### src/rtl/ram_arb_pkg.sv
// ============================================================================
// Module   : ram_arb_pkg
// Brief    : Shared types, ctrl encodings and helpers for the RAM arbiter.
// Revision : 1.0 - initial release
// ============================================================================
`default_nettype none

package ram_arb_pkg;

    typedef enum logic [1:0] {
        IDLE   = 2'd0,
        ACCESS = 2'd1,
        RESP   = 2'd2
    } state_t;

    localparam logic [2:0] LS_B  = 3'b000;
    localparam logic [2:0] LS_H  = 3'b001;
    localparam logic [2:0] LS_W  = 3'b010;
    localparam logic [2:0] LS_BU = 3'b100;
    localparam logic [2:0] LS_HU = 3'b101;

    localparam logic REQ_CPU = 1'b0;
    localparam logic REQ_DMA = 1'b1;

    // Illegal encodings report a size of one byte; they are rejected elsewhere.
    function automatic logic [2:0] size_from_ctrl(input logic [2:0] ctrl);
        case (ctrl)
            LS_H, LS_HU: size_from_ctrl = 3'd2;
            LS_W:        size_from_ctrl = 3'd4;
            default:     size_from_ctrl = 3'd1;
        endcase
    endfunction

endpackage

`default_nettype wire

### src/rtl/ram_access_check.sv
// ============================================================================
// Module   : ram_access_check
// Brief    : Combinational legality check (encoding, alignment, range).
// Revision : 1.0 - initial release
// ============================================================================
`default_nettype none

module ram_access_check
    import ram_arb_pkg::*;
#(
    parameter int RAM_BYTES = 1024,
    parameter int ADDR_W    = 32
) (
    input  logic [2:0]        ctrl,
    input  logic              we,
    input  logic [ADDR_W-1:0] addr,
    output logic              error
);

    localparam int AW1 = ADDR_W + 1;

    logic [AW1-1:0] w_last;
    logic           w_bad_ctrl;
    logic           w_bad_store;
    logic           w_misalign;
    logic           w_range;

    // One extra bit keeps the end-address sum from wrapping.
    assign w_last      = {1'b0, addr} + AW1'(size_from_ctrl(ctrl)) - AW1'(1);
    assign w_range     = (w_last >= AW1'(RAM_BYTES));
    assign w_bad_ctrl  = (ctrl == 3'b011) || (ctrl[2:1] == 2'b11);
    assign w_bad_store = we && ((ctrl == LS_BU) || (ctrl == LS_HU));
    assign w_misalign  = (((ctrl == LS_H) || (ctrl == LS_HU)) && addr[0])
                      || ((ctrl == LS_W) && (addr[1:0] != 2'b00));

    assign error = w_bad_ctrl || w_bad_store || w_misalign || w_range;

endmodule

`default_nettype wire

### src/rtl/ram_arbiter.sv
// ============================================================================
// Module   : ram_arbiter
// Brief    : Round-robin CPU/DMA arbiter and sequencer for the data RAM.
//            Define RAM_ARB_LOCK_EN to add per-requester lock for atomic RMW.
// Revision : 1.0 - initial release
// ============================================================================
`default_nettype none

module ram_arbiter
    import ram_arb_pkg::*;
#(
    parameter int RAM_BYTES = 1024,
    parameter int ADDR_W    = 32
) (
    input  logic              Clock,
    input  logic              Reset,
    input  logic [1:0]        req,
    input  logic [1:0]        we,
    input  logic [2:0]        ctrl0,
    input  logic [2:0]        ctrl1,
    input  logic [ADDR_W-1:0] addr0,
    input  logic [ADDR_W-1:0] addr1,
    input  logic [31:0]       wData0,
    input  logic [31:0]       wData1,
`ifdef RAM_ARB_LOCK_EN
    input  logic [1:0]        lock,
`endif
    output logic [1:0]        ack,
    output logic [31:0]       rData,
    output logic              err,
    output logic              ramWrite,
    output logic [2:0]        ramCtrl,
    output logic [ADDR_W-1:0] ramAddress,
    output logic [31:0]       ramWData,
    input  logic [31:0]       ramRData
);

    state_t            r_state;
    logic              r_last_grant;
    logic              r_winner;
    logic              r_we;
    logic [2:0]        r_ctrl;
    logic [ADDR_W-1:0] r_addr;
    logic [31:0]       r_wdata;
    logic [31:0]       r_rdata;
    logic              r_err;
    logic [1:0]        r_ack;

    logic [1:0]        w_elig;
    logic              w_pick;
    logic              w_err;

`ifdef RAM_ARB_LOCK_EN
    logic              r_locked;
    logic              r_lock_id;
    logic              w_locked;

    assign w_locked = r_locked && (r_lock_id ? lock[1] : lock[0]);
`endif

    always_comb begin
        w_elig = req;
`ifdef RAM_ARB_LOCK_EN
        if (w_locked) begin
            w_elig = r_lock_id ? (req & 2'b10) : (req & 2'b01);
        end
`endif
        case (w_elig)
            2'b10:   w_pick = REQ_DMA;
            2'b11:   w_pick = ~r_last_grant;
            default: w_pick = REQ_CPU;
        endcase
    end

    ram_access_check #(
        .RAM_BYTES (RAM_BYTES),
        .ADDR_W    (ADDR_W)
    ) u_check (
        .ctrl  (r_ctrl),
        .we    (r_we),
        .addr  (r_addr),
        .error (w_err)
    );

    always_ff @(posedge Clock or posedge Reset) begin
        if (Reset) begin
            r_state      <= IDLE;
            r_last_grant <= REQ_DMA;
            r_winner     <= REQ_CPU;
            r_we         <= 1'b0;
            r_ctrl       <= 3'b000;
            r_addr       <= '0;
            r_wdata      <= 32'h0;
            r_rdata      <= 32'h0;
            r_err        <= 1'b0;
            r_ack        <= 2'b00;
`ifdef RAM_ARB_LOCK_EN
            r_locked     <= 1'b0;
            r_lock_id    <= REQ_CPU;
`endif
        end else begin
            r_ack <= 2'b00;
            case (r_state)
                IDLE: begin
`ifdef RAM_ARB_LOCK_EN
                    r_locked <= w_locked;
`endif
                    if (|w_elig) begin
                        r_winner <= w_pick;
                        r_we     <= w_pick ? we[1]  : we[0];
                        r_ctrl   <= w_pick ? ctrl1  : ctrl0;
                        r_addr   <= w_pick ? addr1  : addr0;
                        r_wdata  <= w_pick ? wData1 : wData0;
                        r_state  <= ACCESS;
                    end
                end
                ACCESS: begin
                    r_rdata <= (r_we || w_err) ? 32'h0 : ramRData;
                    r_err   <= w_err;
                    r_ack   <= r_winner ? 2'b10 : 2'b01;
                    r_state <= RESP;
                end
                RESP: begin
                    r_last_grant <= r_winner;
`ifdef RAM_ARB_LOCK_EN
                    r_locked     <= r_winner ? lock[1] : lock[0];
                    r_lock_id    <= r_winner;
`endif
                    r_state      <= IDLE;
                end
                default: r_state <= IDLE;
            endcase
        end
    end

    // Strobe is decoded from registers so an async reset removes it at once.
    assign ramWrite   = (r_state == ACCESS) && r_we && !w_err;
    assign ramCtrl    = r_ctrl;
    assign ramAddress = r_addr;
    assign ramWData   = r_wdata;
    assign ack        = r_ack;
    assign rData      = r_rdata;
    assign err        = r_err;

endmodule

`default_nettype wire

### config.mk
export PLATFORM = sky130hd
export DESIGN_NAME = ram_arbiter
export DESIGN_NICKNAME = d
export VERILOG_FILES = /design/src/rtl/ram_arb_pkg.sv /design/src/rtl/ram_access_check.sv /design/src/rtl/ram_arbiter.sv
export SDC_FILE = /design/constraint.sdc
export NUM_CORES = 1
export LEC_CHECK = 0
export ABC_AREA = 1
export CAP_MARGIN = 20
export CORE_MARGIN = 2
export CORE_UTILIZATION = 40
export CTS_CLUSTER_SIZE = 30
export DETAILED_ROUTE_END_ITERATION = 16
export GPL_TIMING_DRIVEN = 1
export PLACE_DENSITY = 0.73
export SLEW_MARGIN = 15
export SYNTH_ARGS = -nofsm -noshare
export SYNTH_HDL_FRONTEND = slang
export SYNTH_SLANG_ARGS = --single-unit
### constraint.sdc
create_clock -name Clock -period 9.39 [get_ports Clock]
set_input_delay 1.878 -clock Clock [delete_from_list [all_inputs] [get_ports Clock]]
set_output_delay 1.878 -clock Clock [all_outputs]
set_load 0.1 [all_outputs]
==> results.toml <==
[synthesis]
synth_cells = 1193
synthTopCellsByArea = "dfrtp_1 35%, nand2_1 17%, inv_1 9.2%"
ys_types = 32
syn_area_per_cell_sq_um = 6.38
yosys.area.top_type = "dfrtp_1"
syn-num-nets = 1400
synth_seq_cells = 107
ys_seq_area_share_pct = 35.2
synth_top_cell_area_share_pct = 34.9
yosys_warnings = 0
netlist_area_sq_mm = 0.00761

[grt]
grt_pass1_vias = 8156
globalRouteOverflowTotal = 0
grt_max_degree = 106
grt_usage_pct = 26.7
antenna_found_initial = 0
grt_pass1_wl_microns = 42300

[worst_setup_path]
startpoint = "ramCtrl[1]$_DFFE_PP0P_"
max_stage_delay_ns = 1.14
rr_endpoint = "rData[31]$_DFFE_PP0N_"
path_max_fanout = 34
reg2reg_slack_ns = 5.71
worst-setup-path-type = "reg -> out"
cp_num_buf_inv = 6
rr_worst_depth = 23
cp.depth = 24
cp_cell_sequence = "inv_1 > nand2_1 > ha_1 > inv_1 > ha_1 > inv_1 > fa_1 > inv_1 > nand2_1 > nand2_1 > nand3_1 > nand2_1 > nand2_1 > nand2_1 > nand2_1 > nand2_1 > nand2_1 > inv_1 > nor2_1 > o21bai_1 > nor2_4 > nand2_1 > nor2_1 > clkdlybuf4s50_1"
cp_data_arrival_time_ns = 5.06
cp_top_family = "simple AND/OR/NAND/NOR gates"
cp-end-kind = "output port"
cp.required_ns = 7.51
crit_top_cell = "nand2_1"
r2r-start = "ramCtrl[1]$_DFFE_PP0P_"
setup.worst_path.end = "ramWrite"
slowest_stage = "clkdlybuf4s50_1"
start_kind = "flop"

[floorplan]
num_rows = 50
dieArea_sq_mm = 0.0201
dieHeight_microns = 142
die_w_microns = 142
initial_core_util_pct = 40.7
io_pins = 275
core_sq_mm = 0.0187

[min_path]
hp-start = "r_winner$_DFFE_PP0P_"
hold_class = "reg -> reg"

[timing]
maxSlewViolCount = 0
setup_viol = 0
fin_crit_ns = 6.94
fmax_mhz = 144
skew_ns = 0.0108
worstMarginPinSlew_ns = 1.08
fin_setup_tns_ns = 0
fin_crit_sh_pct = 73.9
hold_viol = 0
rsz0062_at_grt = "false"
slew_headroom_pct = 28.0

[clock_tree]
cts_resized = 0
cts_tree = "done"
clockBufferDepth = 2
cts.reportedPaths.clkPinSlew_ns = 0.07
cts_max_level = 3
cts_num_sinks = 107
cts-hold-fix-buffers = 0
post-cts-setup-buffers = 0
cts_buffers = 9
cts_root_buf = "clkbuf_16"
insertion_delay_ns = 0.35

[routing]
ant_nets = 0
wire_per_inst_microns = 15.9
via_per_inst = 5.08
drc = 0
dr_total_vias = 8524
drt-pass1-iter-count = 8
routed_wl_microns = 26600
drt_iter0_drc = 707

[layout]
area_growth_syn_to_layout_pct = 41.8
diodes = 0
drive_gt1_share_pct = 3.25
nets = 1648

[placed_design]
hpwl_microns = 20700
port_buffers = 274
place_congestion = 0.912

[job]
cap_viol_max_count = 0

[outcome]
status = "completed"
synth_stat cells, drive strengths merged:
library cell,n
nor2,176
dfrtp,106
nand3b,6
clkbuf,34
a31oi,1
ha,34
or2,1
fa,1
and2,1
buf,9
nand3,84
a21o,2
nand4,13
clkinv,1
o22ai,36
inv,192
o21bai,6
nand2,354
a21oi,26
o21ai,105
nor3,4
dfstp,1
cell type report:
type,count,area (sq um)
Clock buffer,10,239
Sequential cell,107,2680
Timing Repair Buffer,280,2800
Tap cell,234,293
Multi-Input combinational cell,850,4020
Inverter,193,727
Fill cell,1774,7910
Clock inverter,5,37.5
worst register-to-register path: cells and delay by family (launching register included):
family | cells | cell delay [ns]
adder cells (fa/ha/maj) | 3 | 0.87
AND/OR/NAND/NOR | 14 | 1.76
flip-flops | 1 | 0.40
buffers and inverters | 5 | 0.44
AO/OA/AOI/OAI | 1 | 0.18
cells in the final DEF (no fill, tap or decap), types with 3 or more instances in the layout:
cell,instances
nand3_1,84
nor3_1,3
nand3b_1,6
inv_2,7
nor2_1,168
nand4_1,13
clkdlybuf4s50_1,274
buf_4,5
a21oi_1,25
clkbuf_16,9
o22ai_1,36
dfrtp_1,105
o21bai_1,6
ha_1,34
o21ai_0,103
nor2_2,6
inv_1,184
nand2_2,5
nand2_1,349
flip-flops by register name, indices dropped and copies added, names as in the netlist:
register      cells
ramCtrl           3
ramWData         32
ack               2
ramAddress       32
r_state           2
r_we              1
rData            32
r_winner          1
r_last_grant      1
err               1
kinds of logic after synthesis:
logic type	share of synthesized area, %
adders and majority gates	5.85
buffers and inverters	12.1
AOI/OAI and AO/OA	12.5
DFF	35.2
and+or+nand+nor	34.3
layer usage:
| layer | vias to the layer above | track usage (%) | share of wire, % |
|---|---|---|---|
| met5 | - | 0 | 0 |
| met4 | 0 | 8.21 | 2.0 |
| met3 | 45 | 5.75 | 6.8 |
| met2 | 301 | 46.0 | 50 |
| met1 | 3940 | 33.7 | 42 |
| li1 | 4238 | - | - |
per-stage QoR:
step | cells | util (%) | instance area, sq um | setup WS (ns) | hold slack [ns]
floorplan | 1193 | - | 7610 | 2.89 | 0.426
global placement | 1663 | 56.1 | 10500 | 2.98 | 0.452
detailed placement | 1663 | 56.1 | 10500 | 2.86 | 0.464
CTS | 1678 | 57.6 | 10800 | 2.45 | 0.474
global route | 1679 | 57.7 | 10800 | 2.06 | 0.487
finish | 1679 | 57.7 | 10800 | 2.45 | 0.464
worst min path at each step:
stage / end / cells after the start
6_report: ack[0]$_DFF_PP0_ / 1
5_1_grt: ack[0]$_DFF_PP0_ / 1
4_1_cts: ack[0]$_DFF_PP0_ / 1
3_5_place_dp: ack[0]$_DFF_PP0_ / 1
3_3_place_gp: ack[0]$_DFF_PP0_ / 1
2_1_floorplan: ack[0]$_DFF_PP0_ / 1
Power is left out: the tool's default activity adds up to more than one toggle a clock period on the data nets, which glitch-free logic cannot reach.
